[config.mk]
export PLATFORM = sky130hd
export DESIGN_NAME = frame_monitor
export DESIGN_NICKNAME = d
export VERILOG_FILES = /design/src/rtl/frame_monitor.sv
export SDC_FILE = /design/constraint.sdc
export NUM_CORES = 1
export LEC_CHECK = 0
export BUFFER_PORTS_ARGS = -buffer_cell sky130_fd_sc_hd__buf_2
export CAP_MARGIN = 20
export CORE_UTILIZATION = 45
export CTS_CLUSTER_SIZE = 40
export DETAILED_ROUTE_END_ITERATION = 16
export HOLD_SLACK_MARGIN = 0.06
export PLACE_DENSITY = 0.62
export SETUP_SLACK_MARGIN = 0.05
export SLEW_MARGIN = 40
export SYNTH_ARGS = -nofsm -noshare
export SYNTH_HDL_FRONTEND = slang
export SYNTH_SLANG_ARGS = --single-unit
[constraint.sdc]
create_clock -name clk -period 4.2 [get_ports clk]
set_input_delay 0.63 -clock clk [delete_from_list [all_inputs] [get_ports clk]]
set_output_delay 0.63 -clock clk [all_outputs]
set_load 0.1 [all_outputs]
[src/rtl/frame_monitor.sv]
// Frame monitor: delimits rx_dv runs into frames, checks length and additive checksum,
// queues one descriptor per frame and exposes counters/status/descriptors on the simple bus.
module frame_monitor #(
  parameter int DEPTH   = 8,
  parameter int MIN_LEN = 4,
  parameter int MAX_LEN = 1518
) (
  input  logic        clk,
  input  logic        rst_n,
  input  logic [7:0]  rxd,
  input  logic        rx_dv,
  input  logic        bus_cmd_valid,
  input  logic        bus_op,
  input  logic [15:0] bus_addr,
  input  logic [15:0] bus_wr_data,
  output logic [15:0] bus_rd_data
);

  localparam int AW = (DEPTH > 1) ? $clog2(DEPTH) : 1;
  localparam logic [11:0] LEN_MIN = 12'(MIN_LEN);
  localparam logic [11:0] LEN_MAX = 12'(MAX_LEN);
  localparam logic [11:0] LEN_SAT = 12'(MAX_LEN + 1);
  localparam logic [AW:0] FULL_LVL = (AW + 1)'(DEPTH);

  typedef enum logic [1:0] {IDLE, RECV, IGNORE} state_t;

  state_t      state, state_nxt;
  logic [11:0] len, len_nxt;
  logic [7:0]  sum, sum_nxt;
  logic        frame_end;
  logic        enable;
  logic [15:0] good_cnt, err_cnt, drop_cnt;
  logic [15:0] mem [DEPTH];
  logic [AW:0] wp, rp, level;
  logic        empty, full, rd, wr, clear, pop, push, drop;
  logic [2:0]  err;
  logic [15:0] desc, rd_mux;
  logic [4:0]  lvl5;
  logic        unused_wr_bits;

  function automatic logic [15:0] sat_inc(input logic [15:0] v);
    return (v == 16'hFFFF) ? v : v + 16'd1;
  endfunction

  always_ff @(posedge clk or negedge rst_n) begin
    if (!rst_n) begin
      state <= IDLE;
      len   <= '0;
      sum   <= '0;
    end else begin
      state <= state_nxt;
      len   <= len_nxt;
      sum   <= sum_nxt;
    end
  end

  // Enable is only consulted when a frame starts, so toggling it mid-frame is harmless.
  always_comb begin
    state_nxt = state;
    len_nxt   = len;
    sum_nxt   = sum;
    frame_end = 1'b0;
    case (state)
      IDLE: begin
        if (rx_dv) begin
          if (enable) begin
            state_nxt = RECV;
            len_nxt   = 12'd1;
            sum_nxt   = rxd;
          end else begin
            state_nxt = IGNORE;
          end
        end
      end
      RECV: begin
        if (rx_dv) begin
          len_nxt = (len >= LEN_SAT) ? LEN_SAT : len + 12'd1;
          sum_nxt = sum + rxd;
        end else begin
          state_nxt = IDLE;
          frame_end = 1'b1;
        end
      end
      IGNORE: begin
        if (!rx_dv) state_nxt = IDLE;
      end
      default: state_nxt = IDLE;
    endcase
  end

  assign err  = {len > LEN_MAX, len < LEN_MIN, sum != 8'h00};
  assign desc = {err, 1'b0, len};

  assign wr    = bus_cmd_valid & bus_op;
  assign rd    = bus_cmd_valid & ~bus_op;
  assign clear = wr && (bus_addr == 16'h0010) && bus_wr_data[1];
  assign level = wp - rp;
  assign empty = (level == '0);
  assign full  = (level == FULL_LVL);
  assign pop   = rd && (bus_addr == 16'h0014) && !empty;
  // A pop in the same cycle frees the slot, so a push into a full FIFO still lands.
  assign push  = frame_end && (!full || pop);
  assign drop  = frame_end && full && !pop;
  assign lvl5  = 5'(level);
  assign unused_wr_bits = ^bus_wr_data[15:2];

  always_ff @(posedge clk or negedge rst_n) begin
    if (!rst_n) begin
      wp <= '0;
      rp <= '0;
      for (int i = 0; i < DEPTH; i++) mem[i] <= '0;
    end else begin
      if (push) begin
        mem[wp[AW-1:0]] <= desc;
        wp <= wp + 1'b1;
      end
      if (pop) rp <= rp + 1'b1;
    end
  end

  always_ff @(posedge clk or negedge rst_n) begin
    if (!rst_n) begin
      enable   <= 1'b1;
      good_cnt <= '0;
      err_cnt  <= '0;
      drop_cnt <= '0;
    end else begin
      if (wr && (bus_addr == 16'h0010)) enable <= bus_wr_data[0];
      if (clear) begin
        good_cnt <= '0;
        err_cnt  <= '0;
        drop_cnt <= '0;
      end else begin
        if (frame_end && (err == 3'b000)) good_cnt <= sat_inc(good_cnt);
        if (frame_end && (err != 3'b000)) err_cnt  <= sat_inc(err_cnt);
        if (drop) drop_cnt <= sat_inc(drop_cnt);
      end
    end
  end

  always_comb begin
    rd_mux = '0;
    case (bus_addr)
      16'h0010: rd_mux = {15'd0, enable};
      16'h0011: rd_mux = good_cnt;
      16'h0012: rd_mux = err_cnt;
      16'h0013: rd_mux = {7'd0, lvl5, 2'b00, full, empty};
      16'h0014: rd_mux = empty ? 16'h0000 : mem[rp[AW-1:0]];
      16'h0015: rd_mux = drop_cnt;
      default:  rd_mux = '0;
    endcase
  end

  always_ff @(posedge clk or negedge rst_n) begin
    if (!rst_n) bus_rd_data <= '0;
    else if (rd) bus_rd_data <= rd_mux;
  end

endmodule
==> summary.txt <==
Status
  • Status: finished, final reports clean

Final layout
  • Area grow syn2layout: 11.0%
  • Final nets: 1,110
  • Core Util, Final: 0.511
  • Antenna cells: 0
  • Filler cell count: 2,294
  • Final non-filler cell total: 1,392
  • Finished Cell Area: 12,900 um2
  • Layout cells sized above 1: 0.244

Place
  • Place WS: 0.923 ns
  • Post-DP HPWL: 18,200 um
  • Placed Cells incl. Taps: 1,347
  • Post-place instance area: 12,100 um2
  • Gpl congestion: 0.823
  • Port Buffers: 46

Detailed routing
  • Per-cell routed wire length: 19.8 um
  • Routed WL: 27,500 um
  • Avg Vias per Cell: 5.74
  • Initial DRC count: 553
  • Vias post-DR: 7,988
  • Drt first pass iters: 5
  • DRT antenna net count: 0
  • Remaining DRCs: 0

GRT
  • Met2 Resource Use GR: 0.335
  • First-pass GRT wire length: 44,200 um
  • Met1 usage: 0.314
  • Initial antenna violation count: 0
  • Global Route Usage Sum: 0.214
  • Met3 GRT Util: 0.0334
  • Total grt overflow: 0
  • Vias in the first global route: 7,936
  • Largest net degree at the start of global routing: 91
  • Busiest grt layer: met2

Floorplanning
  • Starting Density: 0.460
  • Core area: 25,300 um2
  • Die area: 26,500 um2
  • Die Ht: 163 um
  • Die width: 163 um
  • Row count: 58
  • Ports: 61

Clock tree
  • Root Driver: clkbuf_16
  • Post-CTS Setup Bufs: 0
  • TritonCTS clock tree: built
  • Clk sink count: 215
  • H-tree depth: 1
  • Clock transition at path regs: 0.06 ns
  • Hold buffers post-CTS: 0
  • Max clock buf depth: 3
  • Inserted Clock Buffers: 25
  • Clk Latency, worst-skew pair: 0.52 ns
  • Post-cts sizing count: 0

Pwr
  • IR Drop Worst-Case VDD: 335 uV
  • Overall power: 4.34 mW
  • PwrDens: 336 nW/um2
  • Leak: 6.03 nW

Yosys
  • Syn_area_per_cell: 11.4 um2
  • Synth area leaders: dfrtp_1 (46%), mux2_4 (7.2%), mux4_2 (5.8%)
  • Syn Inst Count: 1,017
  • FFs w/ async S/R, synth: 1.00
  • Seq/Total Area, Yosys: 0.463
  • Post-synth EDFFs: 0
  • FF+latch count, synth: 215
  • Most instantiated cells after synthesis: dfrtp_1 (214), nand2_1 (108), nor2_1 (72), mux2_4 (56), mux2_2 (47)
  • Most used DFF post-synth: dfrtp_1
  • Top cell type's share of synthesized area: 0.461
  • Post-synthesis cell area: 11,600 um2
  • Largest area contributor in the netlist: dfrtp_1
  • Synth warn: 0
  • Most instantiated library cell after synthesis: dfrtp_1
  • Syn nets: 1,083
  • Cell variety after synth: 67

Worst setup path
  • R2R Path End: mem[68]
  • Crit start category: flop
  • Worst EP arrival: 3.72 ns
  • Reg2reg path depth: 10
  • Worst flop-to-flop path startpoint: wp[0]
  • Worst EP required: 4.61 ns
  • Critical path class: reg -> reg
  • R2r setup slk: 0.88 ns
  • Crit path max fanout: 12
  • Critical path capture point type: flop

Run
  • Max capacitance violation total: 0

STA
  • Final setup viols: 0
  • Pin slew with the least headroom to its limit: 0.756 ns
  • Setup TNS: 0 ns
  • Final period util: 0.790
  • Unrepaired setup endpoints after global routing: no
  • Clk_skew: 0.00878 ns
  • Post-route setup slack: 0.882 ns
  • Min cycle time layout: 3.32 ns
  • Highest clock rate: 301 MHz
  • Final hold violation count: 0
  • Rel. slew slack: 0.492
  • Hold_ws: 0.117 ns
  • Slew Limit Fails: 0

Worst hold path
  • HP Class: in -> async
## placed cells by master (no fill, tap or decap), types with 4 or more instances in the layout
cell type | netlist | routed
dfrtp_1 | 214 | 213
nand2_1 | 108 | 108
nor2_1 | 72 | 71
mux2_4 | 56 | 56
mux2_2 | 47 | 47
buf_2 | 10 | 45
o21ai_0 | 42 | 42
xnor2_1 | 41 | 41
nand3_1 | 33 | 33
a21oi_1 | 32 | 32
mux4_2 | 30 | 30
inv_1 | 25 | 25
clkbuf_16 | 0 | 25
a22o_1 | 24 | 24
and3_1 | 21 | 21
ha_1 | 19 | 19
buf_4 | 0 | 17
nor3_1 | 16 | 16
xor2_1 | 13 | 13
nand4_1 | 13 | 13
a222oi_1 | 13 | 13
nor4_1 | 11 | 10
mux2i_1 | 9 | 9
o2bb2ai_1 | 9 | 9
clkbuf_1 | 37 | 9
nor3b_1 | 8 | 8
nand3b_1 | 7 | 7
and4_1 | 7 | 7
clkbuf_8 | 0 | 7
or2_1 | 5 | 5
nand4b_1 | 4 | 4
and2_1 | 4 | 4
o31ai_1 | 4 | 4
a22oi_1 | 4 | 4
or4_1 | 4 | 4
a2bb2oi_1 | 4 | 4
## critical path, stage by stage (launching register included)
cell and delay [ns]:
dfrtp_1 0.47, inv_1 0.17, ha_1 0.19, inv_1 0.06, fa_1 0.37, xnor2_1 0.24
nand3b_1 0.23, o31ai_4 0.50, or2_1 0.31, buf_4 0.30, mux2_2 0.36
## cell type report
type | instances | area [um2] | share of cell area
multi-input cells | 712 | 5800 | 0.450
flip-flops and latches | 215 | 5380 | 0.417
clock buffers | 41 | 756 | 0.0586
well taps | 330 | 413 | 0.0320
clock inverters | 4 | 47.5 | 0.00369
inverters | 25 | 93.8 | 0.00727
repair buffers | 65 | 408 | 0.0316
## kinds of logic (layout without fill, tap and decap cells)
| family | after synthesis | after routing | share of synthesized area |
|---|---|---|---|
| XOR/XNOR | 54 | 54 | 0.0407 |
| AND/OR/NAND/NOR | 343 | 343 | 0.157 |
| multiplexers | 142 | 142 | 0.184 |
| adder cells (fa/ha/maj) | 21 | 21 | 0.0239 |
| AO/OA/AOI/OAI | 152 | 152 | 0.0923 |
| buffers and inverters | 90 | 135 | 0.0392 |
| flip-flops | 215 | 215 | 0.463 |
## metal layers
metal  wire (um)  vias to the layer above
met4         540                        0
li1            -                     3743
met1       13000                     4068
met2       12600                      143
met3        1390                       34
met5           0                        -
## worst max path at each step
stage / from / to / slack [ns] / depth (start not counted)
5_1_grt: wp[0] / mem[68] / 0.63 / 10
2_1_floorplan: rp[1] / mem[10] / 1.19 / 11
4_1_cts: wp[0] / mem[67] / 0.87 / 10
3_3_place_gp: wp[0] / mem[64] / 0.94 / 10
6_report: wp[0] / mem[68] / 0.88 / 10
3_5_place_dp: wp[0] / mem[67] / 0.92 / 10
## registers in the layout, indices dropped and copies added, names as in the netlist, 4 cells and up
signal	cells
bus_rd_data	16
sum	8
wp	4
good_cnt	16
mem	120
drop_cnt	16
len	12
rp	4
err_cnt	16
## report_power, final
| part | switching (mW) | total [mW] | internal [mW] |
|---|---|---|---|
| registers | 0.00238 | 2.08 | 2.08 |
| logic | 0.0907 | 0.134 | 0.0435 |
| clock network | 0.846 | 2.13 | 1.28 |
Power figures use the tool's default switching activity.
